===== config.mk =====
export PLATFORM = sky130hd
export DESIGN_NAME = multicycle_controller
export DESIGN_NICKNAME = d
export VERILOG_FILES = /design/src/rtl/multicycle_controller.sv
export SDC_FILE = /design/constraint.sdc
export NUM_CORES = 1
export LEC_CHECK = 0
export ABC_CLOCK_PERIOD_IN_PS = 2000
export CORE_MARGIN = 1.5
export CORE_UTILIZATION = 42
export CTS_BUF_LIST = sky130_fd_sc_hd__clkbuf_4
export CTS_CLUSTER_DIAMETER = 80
export DETAILED_ROUTE_END_ITERATION = 8
export PLACE_DENSITY = 0.82
export SKIP_LAST_GASP = 1
export SYNTH_ARGS = -nofsm -noshare
export SYNTH_HDL_FRONTEND = slang
export SYNTH_SLANG_ARGS = --single-unit

===== constraint.sdc =====
create_clock -name clk -period 2 [get_ports clk]
set_input_delay 0.2 -clock clk [delete_from_list [all_inputs] [get_ports clk]]
set_output_delay 0.2 -clock clk [all_outputs]
set_load 0.02 [all_outputs]

===== src/rtl/multicycle_controller.sv =====
// multicycle_controller
//   Control unit for the RV32 multicycle datapath. A Moore main FSM sequences
//   fetch/decode/execute/memory/writeback; a combinational ALU decoder drives
//   ALUControl; PCWrite combines the unconditional PC update with beq + Zero.
// Ports:
//   clk, reset           - rising-edge clock, synchronous active-high reset
//   op, funct3, funct7b5 - instruction fields [6:0], [14:12], [30]
//   Zero                 - ALU zero flag (same-cycle effect on PCWrite)
//   PCWrite, AdrSrc, MemWrite, IRWrite, ResultSrc, ALUSrcA, ALUSrcB,
//   ALUControl, RegWrite - datapath controls
//   IllegalOp            - pulses in DECODE for an unsupported opcode
//   Halted               - high while parked in HALT (ILLEGAL_TRAP=1 only)
module multicycle_controller #(
    parameter bit ILLEGAL_TRAP = 1'b0
) (
    input  logic       clk,
    input  logic       reset,
    input  logic [6:0] op,
    input  logic [2:0] funct3,
    input  logic       funct7b5,
    input  logic       Zero,
    output logic       PCWrite,
    output logic       AdrSrc,
    output logic       MemWrite,
    output logic       IRWrite,
    output logic [1:0] ResultSrc,
    output logic [1:0] ALUSrcA,
    output logic [1:0] ALUSrcB,
    output logic [2:0] ALUControl,
    output logic       RegWrite,
    output logic       IllegalOp,
    output logic       Halted
);

    localparam logic [6:0] OP_LW   = 7'b0000011;
    localparam logic [6:0] OP_SW   = 7'b0100011;
    localparam logic [6:0] OP_R    = 7'b0110011;
    localparam logic [6:0] OP_I    = 7'b0010011;
    localparam logic [6:0] OP_BEQ  = 7'b1100011;
    localparam logic [6:0] OP_JAL  = 7'b1101111;

    typedef enum logic [3:0] {
        FETCH, DECODE, MEMADR, MEMREAD, MEMWB, MEMWRITE,
        EXECUTER, EXECUTEI, ALUWB, BEQ, JAL, HALT
    } state_t;

    state_t state, state_next, ostate;

    logic       supported;
    logic       pcupdate, branch, memw, irw, regw, halt_st;
    logic [1:0] aluop;

    assign supported = (op == OP_LW) || (op == OP_SW) || (op == OP_R) ||
                       (op == OP_I)  || (op == OP_BEQ) || (op == OP_JAL);

    always_ff @(posedge clk) begin
        if (reset) state <= FETCH;
        else       state <= state_next;
    end

    always_comb begin
        state_next = state;
        case (state)
            FETCH:    state_next = DECODE;
            DECODE: begin
                case (op)
                    OP_LW, OP_SW: state_next = MEMADR;
                    OP_R:         state_next = EXECUTER;
                    OP_I:         state_next = EXECUTEI;
                    OP_BEQ:       state_next = BEQ;
                    OP_JAL:       state_next = JAL;
                    default:      state_next = ILLEGAL_TRAP ? HALT : FETCH;
                endcase
            end
            MEMADR:   state_next = (op == OP_SW) ? MEMWRITE : MEMREAD;
            MEMREAD:  state_next = MEMWB;
            MEMWB:    state_next = FETCH;
            MEMWRITE: state_next = FETCH;
            EXECUTER: state_next = ALUWB;
            EXECUTEI: state_next = ALUWB;
            ALUWB:    state_next = FETCH;
            BEQ:      state_next = FETCH;
            JAL:      state_next = ALUWB;
            HALT:     state_next = HALT;
            default:  state_next = FETCH;
        endcase
    end

    // Outputs are decoded from FETCH while reset is high so the selects show
    // the FETCH encoding; the write strobes are then masked separately below.
    assign ostate = reset ? FETCH : state;

    always_comb begin
        pcupdate  = 1'b0;
        branch    = 1'b0;
        memw      = 1'b0;
        irw       = 1'b0;
        regw      = 1'b0;
        halt_st   = 1'b0;
        aluop     = 2'b00;
        AdrSrc    = 1'b0;
        ResultSrc = 2'b00;
        ALUSrcA   = 2'b00;
        ALUSrcB   = 2'b00;
        case (ostate)
            FETCH: begin
                irw       = 1'b1;
                pcupdate  = 1'b1;
                ALUSrcB   = 2'b10;
                ResultSrc = 2'b10;
            end
            DECODE: begin
                ALUSrcA = 2'b01;
                ALUSrcB = 2'b01;
            end
            MEMADR: begin
                ALUSrcA = 2'b10;
                ALUSrcB = 2'b01;
            end
            MEMREAD:  AdrSrc = 1'b1;
            MEMWB: begin
                ResultSrc = 2'b01;
                regw      = 1'b1;
            end
            MEMWRITE: begin
                AdrSrc = 1'b1;
                memw   = 1'b1;
            end
            EXECUTER: begin
                ALUSrcA = 2'b10;
                aluop   = 2'b10;
            end
            EXECUTEI: begin
                ALUSrcA = 2'b10;
                ALUSrcB = 2'b01;
                aluop   = 2'b10;
            end
            ALUWB:    regw = 1'b1;
            BEQ: begin
                ALUSrcA = 2'b10;
                aluop   = 2'b01;
                branch  = 1'b1;
            end
            JAL: begin
                ALUSrcA  = 2'b01;
                ALUSrcB  = 2'b10;
                pcupdate = 1'b1;
            end
            HALT:     halt_st = 1'b1;
            default: ;
        endcase
    end

    assign PCWrite   = ~reset & (pcupdate | (branch & Zero));
    assign IRWrite   = ~reset & irw;
    assign RegWrite  = ~reset & regw;
    assign MemWrite  = ~reset & memw;
    assign Halted    = ~reset & halt_st;
    assign IllegalOp = ~reset & (state == DECODE) & ~supported;

    always_comb begin
        ALUControl = 3'b000;
        case (aluop)
            2'b00: ALUControl = 3'b000;
            2'b01: ALUControl = 3'b001;
            2'b10: begin
                case (funct3)
                    3'b000:  ALUControl = (op[5] & funct7b5) ? 3'b001 : 3'b000;
                    3'b010:  ALUControl = 3'b101;
                    3'b110:  ALUControl = 3'b011;
                    3'b111:  ALUControl = 3'b010;
                    default: ALUControl = 3'b000;
                endcase
            end
            default: ALUControl = 3'b000;
        endcase
    end

endmodule


# Word-level counts from Yosys, hierarchy flattened
# Index checks and enable logic that the tools add are counted.
word_totals:
  ff_bits: 4
  output_inout_bits: 16
  word_cells: 77
op_classes:
  eq_ne: 29
  muxes: 18
  bitwise: 12
  n_reduce_logical: 17
ops:
  columns: ["op", "n"]
  rows:
  - ["$eq 4x3->1 const B", 6]
  - ["$eq 4x4->1 const B", 6]
  - ["$pmux 4 s6", 1]
  - ["$pmux 4 s5", 1]
  - ["$eq 4x2->1 const B", 4]
  - ["$pmux 2 s2", 4]
  - ["$eq 7x6->1 const B", 2]
  - ["$eq 7x7->1 const B", 2]
  - ["$pmux 3 s4", 1]
  - ["$reduce_or 2->1", 6]
  - ["$and 1x1->1", 9]
  - ["$eq 4x1->1 const B", 2]
  - ["$logic_not 4->1", 2]
  - ["$mux 1", 8]
  - ["$eq 7x2->1 const B", 1]
  - ["$eq 7x5->1 const B", 1]
  - ["$eq 3x3->1 const B", 2]
  - ["$pmux 3 s2", 1]
  - ["$reduce_or 3->1", 2]
  - ["$logic_or 1x1->1", 5]
  - ["$mux 4", 1]
  - ["$reduce_or 4->1", 1]
  - ["$eq 3x2->1 const B", 1]
  - ["$logic_not 3->1", 1]
  - ["other kinds (5)", 6]

# Depth between registers and ports, before layout
# Gate-level depths: netlist of the first run.
logic_depth:
  word_depth: 8
  depth_mapped: 7

# Least setup slack after synthesis of the first run
# No wires, ideal clock.
synth_path:
  kind: "register to output"
  from: "register state[0]"
  to: "output port ALUControl[2]"
  arrival_time_ns: 2.012
  slack_ns: -0.212
  stages_incl_launch_ff: 5
  path_buffers: 0
  path_cell_list: "dfxtp_1 nand2_1 or4_4 ha_1 nor4_1"
synth_via:
  elab_chain_cells: 6
  elab_cells_between_ends: 9
synth_rtl:
  columns: ["element", "line_no", "source"]
  rows:
  - ["from (decl)", "47", "state_t state, state_next, ostate;"]
  - ["from (signal assigned)", "58", "else state <= state_next;"]
  - ["$mux 4 *", "91", "assign ostate = reset ? FETCH : state;"]
  - ["$eq 4x3->1", "105", "case (ostate)"]
  - ["$reduce_or 2->1 (no line)", null, null]
  - ["$pmux 2 s2 *", "105", null]
  - ["$eq 2x2->1 / $eq 2x1->1 (equally long branches)", "163", "case (aluop)"]
  - ["$pmux 3 s2 *", "163", null]
  - ["to (decl)", "29", "output logic [2:0] ALUControl,"]
# Every way passes the cells marked *; elsewhere a longest branch is shown, timed or not.

# Worst setup path after layout of the first run
layout_path:
  from: "input port reset"
  to: "output port ALUControl[2]"
layout_via:
  elab_chain_cells: 6
  elab_cells_between_ends: 9
layout_rtl:
  columns: ["element", "line_no", "source"]
  rows:
  - ["from (decl)", "17", "input logic reset,"]
  - ["$mux 4 *", "91", null]
  - ["$eq 4x3->1", "105", null]
  - ["$reduce_or 2->1 (no line)", null, null]
  - ["$pmux 2 s2 *", "105", null]
  - ["$eq 2x2->1 / $eq 2x1->1 (equally long branches)", "163", null]
  - ["$pmux 3 s2 *", "163", null]
# Marked as above.

==> impl_metrics.toml, run 1 <==
[layout]
layout-drive-gt1-share_pct = 28.7
final_core_util_pct = 78.1
fillers = 106
top_register = "state"
syn_to_final_growth_pct = 65.6
final_area_sq_um = 1050
largest_reg_flops = 4
diodes = 0
fin_nets = 147
biggestRegsByFlops = "state (4)"

[logic_synthesis]
postSynthCellCount = 90
synthArstFlopShare_pct = 0
ys.flop_type = "dfxtp_1"
ys_ff_latch = 4
synth.distinct_cells = 36
synth.most_common_cell = "nor3_1"
yosysTopAreaCell = "dfxtp_1"
syn_area_per_cell_sq_um = 7.08
synth.cell_area_sq_um = 637
ys_seq_area_share_pct = 12.6
synth-edff-count = 0
yosys-top-cells-count = "nor3_1 (12), a21oi_1 (9), nor2_1 (9), inv_1 (6), buf_2 (5)"
yosysTopAreaCellShare_pct = 12.6
yosysWarnings = 0
syn-num-nets = 106
ys_top_cells_by_area = "dfxtp_1 (13%), nor3_1 (9.4%), a21oi_1 (7.1%)"

[floorplanning]
start_util_pct = 47.2
row_count = 13
ios = 30
die_w_microns = 41.9
die_h_microns = 41.9
core_sq_um = 1350
die_area_sq_um = 1760

[placement]
placed_cell_area_sq_um = 1000
place_hpwl_microns = 1350
gp_congestion = 0.782
io_buffers = 29

[clock_network]
ctsHoldBuffers = 0
cts.sinks = 4
clk_latency_ns = 0.24
cts_tree = "yes"
htreeDepth = 1
cts.clk_slew.worst_paths_ns = 0.03
cts_buffers = 3
root_buffer = "clkbuf_4"
clk_path_buf_depth = 2

[drt]
dr.pass1.iters = 4
routed_via_density = 5.65
antenna_left = 0
wl_met1_microns = 755
highest_layer = "met4"
wl_met3_microns = 102
drc = 0
drt_iter0_markers = 16
dr_wl_met2_microns = 966
wl_microns = 1840
wire_per_inst_microns = 12.8
vias = 814

[global_route]
grtUsageTotal_pct = 20.8
grt_max_degree = 21
grt_pass1_wl_microns = 2940
grt_antenna_before_repair = 0
grt_pass1_vias = 672
grt_overflow = 0

[setup_path]
worstPathRequired_ns = 1.80
crit_path_end_kind = "output pin"
worstPathMaxFanout = 3
r2r_start = "state[3]$_SDFF_PP0_"
arrival_ns = 1.80
crit_chain = "clkdlybuf4s50_1 -> or4_4 -> ha_4 -> nor4_4 -> buf_4"
crit_path_max_incr_delay_ns = 0.52
crit_type = "input pin to output pin"
critPathLaunchType = "input pin"
critPathLaunch = "reset"
cp_slowest_cell = "or4_4"

[sta]
rsz0062_at_grt = "true"
period_share_pct = 100
hold_viol_final = 0
setup_ws_ns = -0.00327
setup_viol = 1
period_minus_slack_ns = 2.00
drv_slew = 0
finClkSkew_ns = 0.00108
fmax_ghz = 0.499
slew-limit-headroom_pct = 79.5
worst_pin_slew_ns = 0.304

[outcome]
outcome = "finished, violations left"
violations = "setup timing"

[pwr]
power_leakage_nw = 0.465
p_per_area_nw_per_um2 = 294
ir_drop_uv = 262

[job]
maxCapViolCount = 0

[hold_path]
hold_path_class = "flip-flop to flip-flop"
holdCritStartpoint = "state[3]$_SDFF_PP0_"
## placed cells by master (no fill, tap or decap), drive strengths merged, types with 2 or more instances in the layout
master          n
nor2b           2
clkbuf          5
xor2            2
dlymetal6s2s    4
nand2           3
nand2b          5
nor3           12
nor2           10
nor4            2
a31oi           2
o21ai           2
o41ai           2
nand3           3
buf            19
inv             6
or4             2
dlygate4sd2     6
xnor2           3
a21oi           9
dfxtp           4
clkdlybuf4s50  13
ha              2
## metal layers
layer,track usage (%),vias up
li1,-,403
met1,27.1,376
met2,35.0,32
met3,2.61,3
met4,7.10,0
met5,0,-
## worst max-delay path, delay by kind of cell
kind	cells	cell delay, ns
AND/OR/NAND/NOR	2	0.72
buffers and inverters	2	0.63
adder cells (fa/ha/maj)	1	0.25
## per-stage QoR
stage	total power [W]	setup TNS (ns)	instances	hold slack, ns	worst slack, ns
after floorplan	0.000143	-0.0113	90	0.386	-0.0113
after global placement	0.000208	-2.38	138	0.628	-0.554
after detailed placement	0.000211	-2.43	138	0.638	-0.567
after CTS	0.000305	-0.0498	141	0.643	-0.0483
after global routing	0.000328	-0.150	144	0.709	-0.0625
final	0.000310	-0.00327	144	0.662	-0.00327
## power breakdown
group	internal (W)	switching [W]	total [W]	leakage, nW
Combinational	0.0000677	0.0000599	0.000128	0.419
Sequential	0.0000822	0.00000124	0.0000834	0.0326
Clock	0.0000670	0.0000323	0.0000993	0.0138
Total	0.000217	0.0000934	0.000310	0.465
## cell type report
cell class              instances  area, sq um  area share, %
clock buffers                   3         22.5           2.14
multi-input cells              72          524           49.7
repair buffers                 44          387           36.7
flip-flops and latches          4         80.1           7.59
well taps                      15         18.8           1.78
inverters                       6         22.5           2.14
## kinds of logic (layout without fill, tap and decap cells)
kind of cell | count (synthesis) | after routing | share of synthesized area, %
and+or+nand+nor | 45 | 45 | 44.0
AOI/OAI and AO/OA | 20 | 20 | 21.6
buffers and inverters | 14 | 53 | 11.0
xor gates and xnor gates | 5 | 5 | 6.88
DFF | 4 | 4 | 12.6
adders and majority gates | 2 | 2 | 3.93
## final timing paths
path,endpoint,slack [ns],depth (start not counted)
setup / recovery,ALUControl[2],-0.003,5
hold / removal,state[2]$_SDFF_PP0_,0.66,2
setup reg to reg,state[1]$_SDFF_PP0_,0.56,5
hold reg to reg,state[2]$_SDFF_PP0_,0.66,2
## what timing repair did
| item | 4_1_cts | 5_1_grt |
|---|---|---|
| gates resized for setup | 28 | 16 |
| endpoints found under the setup margin | 12 | 9 |
| pin swaps | 0 | 3 |
| setup buffers | 0 | 3 |
Note: power is estimated with default switching activity, not from simulation.
==> inputs of run 2 (changes only) <==
--- a/config.mk
+++ b/config.mk
@@ -11,6 +11,7 @@
 export CTS_BUF_LIST = sky130_fd_sc_hd__clkbuf_4
 export CTS_CLUSTER_DIAMETER = 80
 export DETAILED_ROUTE_END_ITERATION = 8
+export MAX_ROUTING_LAYER = met4
 export PLACE_DENSITY = 0.82
 export SKIP_LAST_GASP = 1
 export SYNTH_ARGS = -nofsm -noshare
==> results of run 2 <==
Final layout, timing and power as in run 1 (identical DEF).
Among the figures that moved: final weighted congestion in routability-driven placement 0.782 -> 0.793; overall routing resource usage 20.8% -> 21.4%
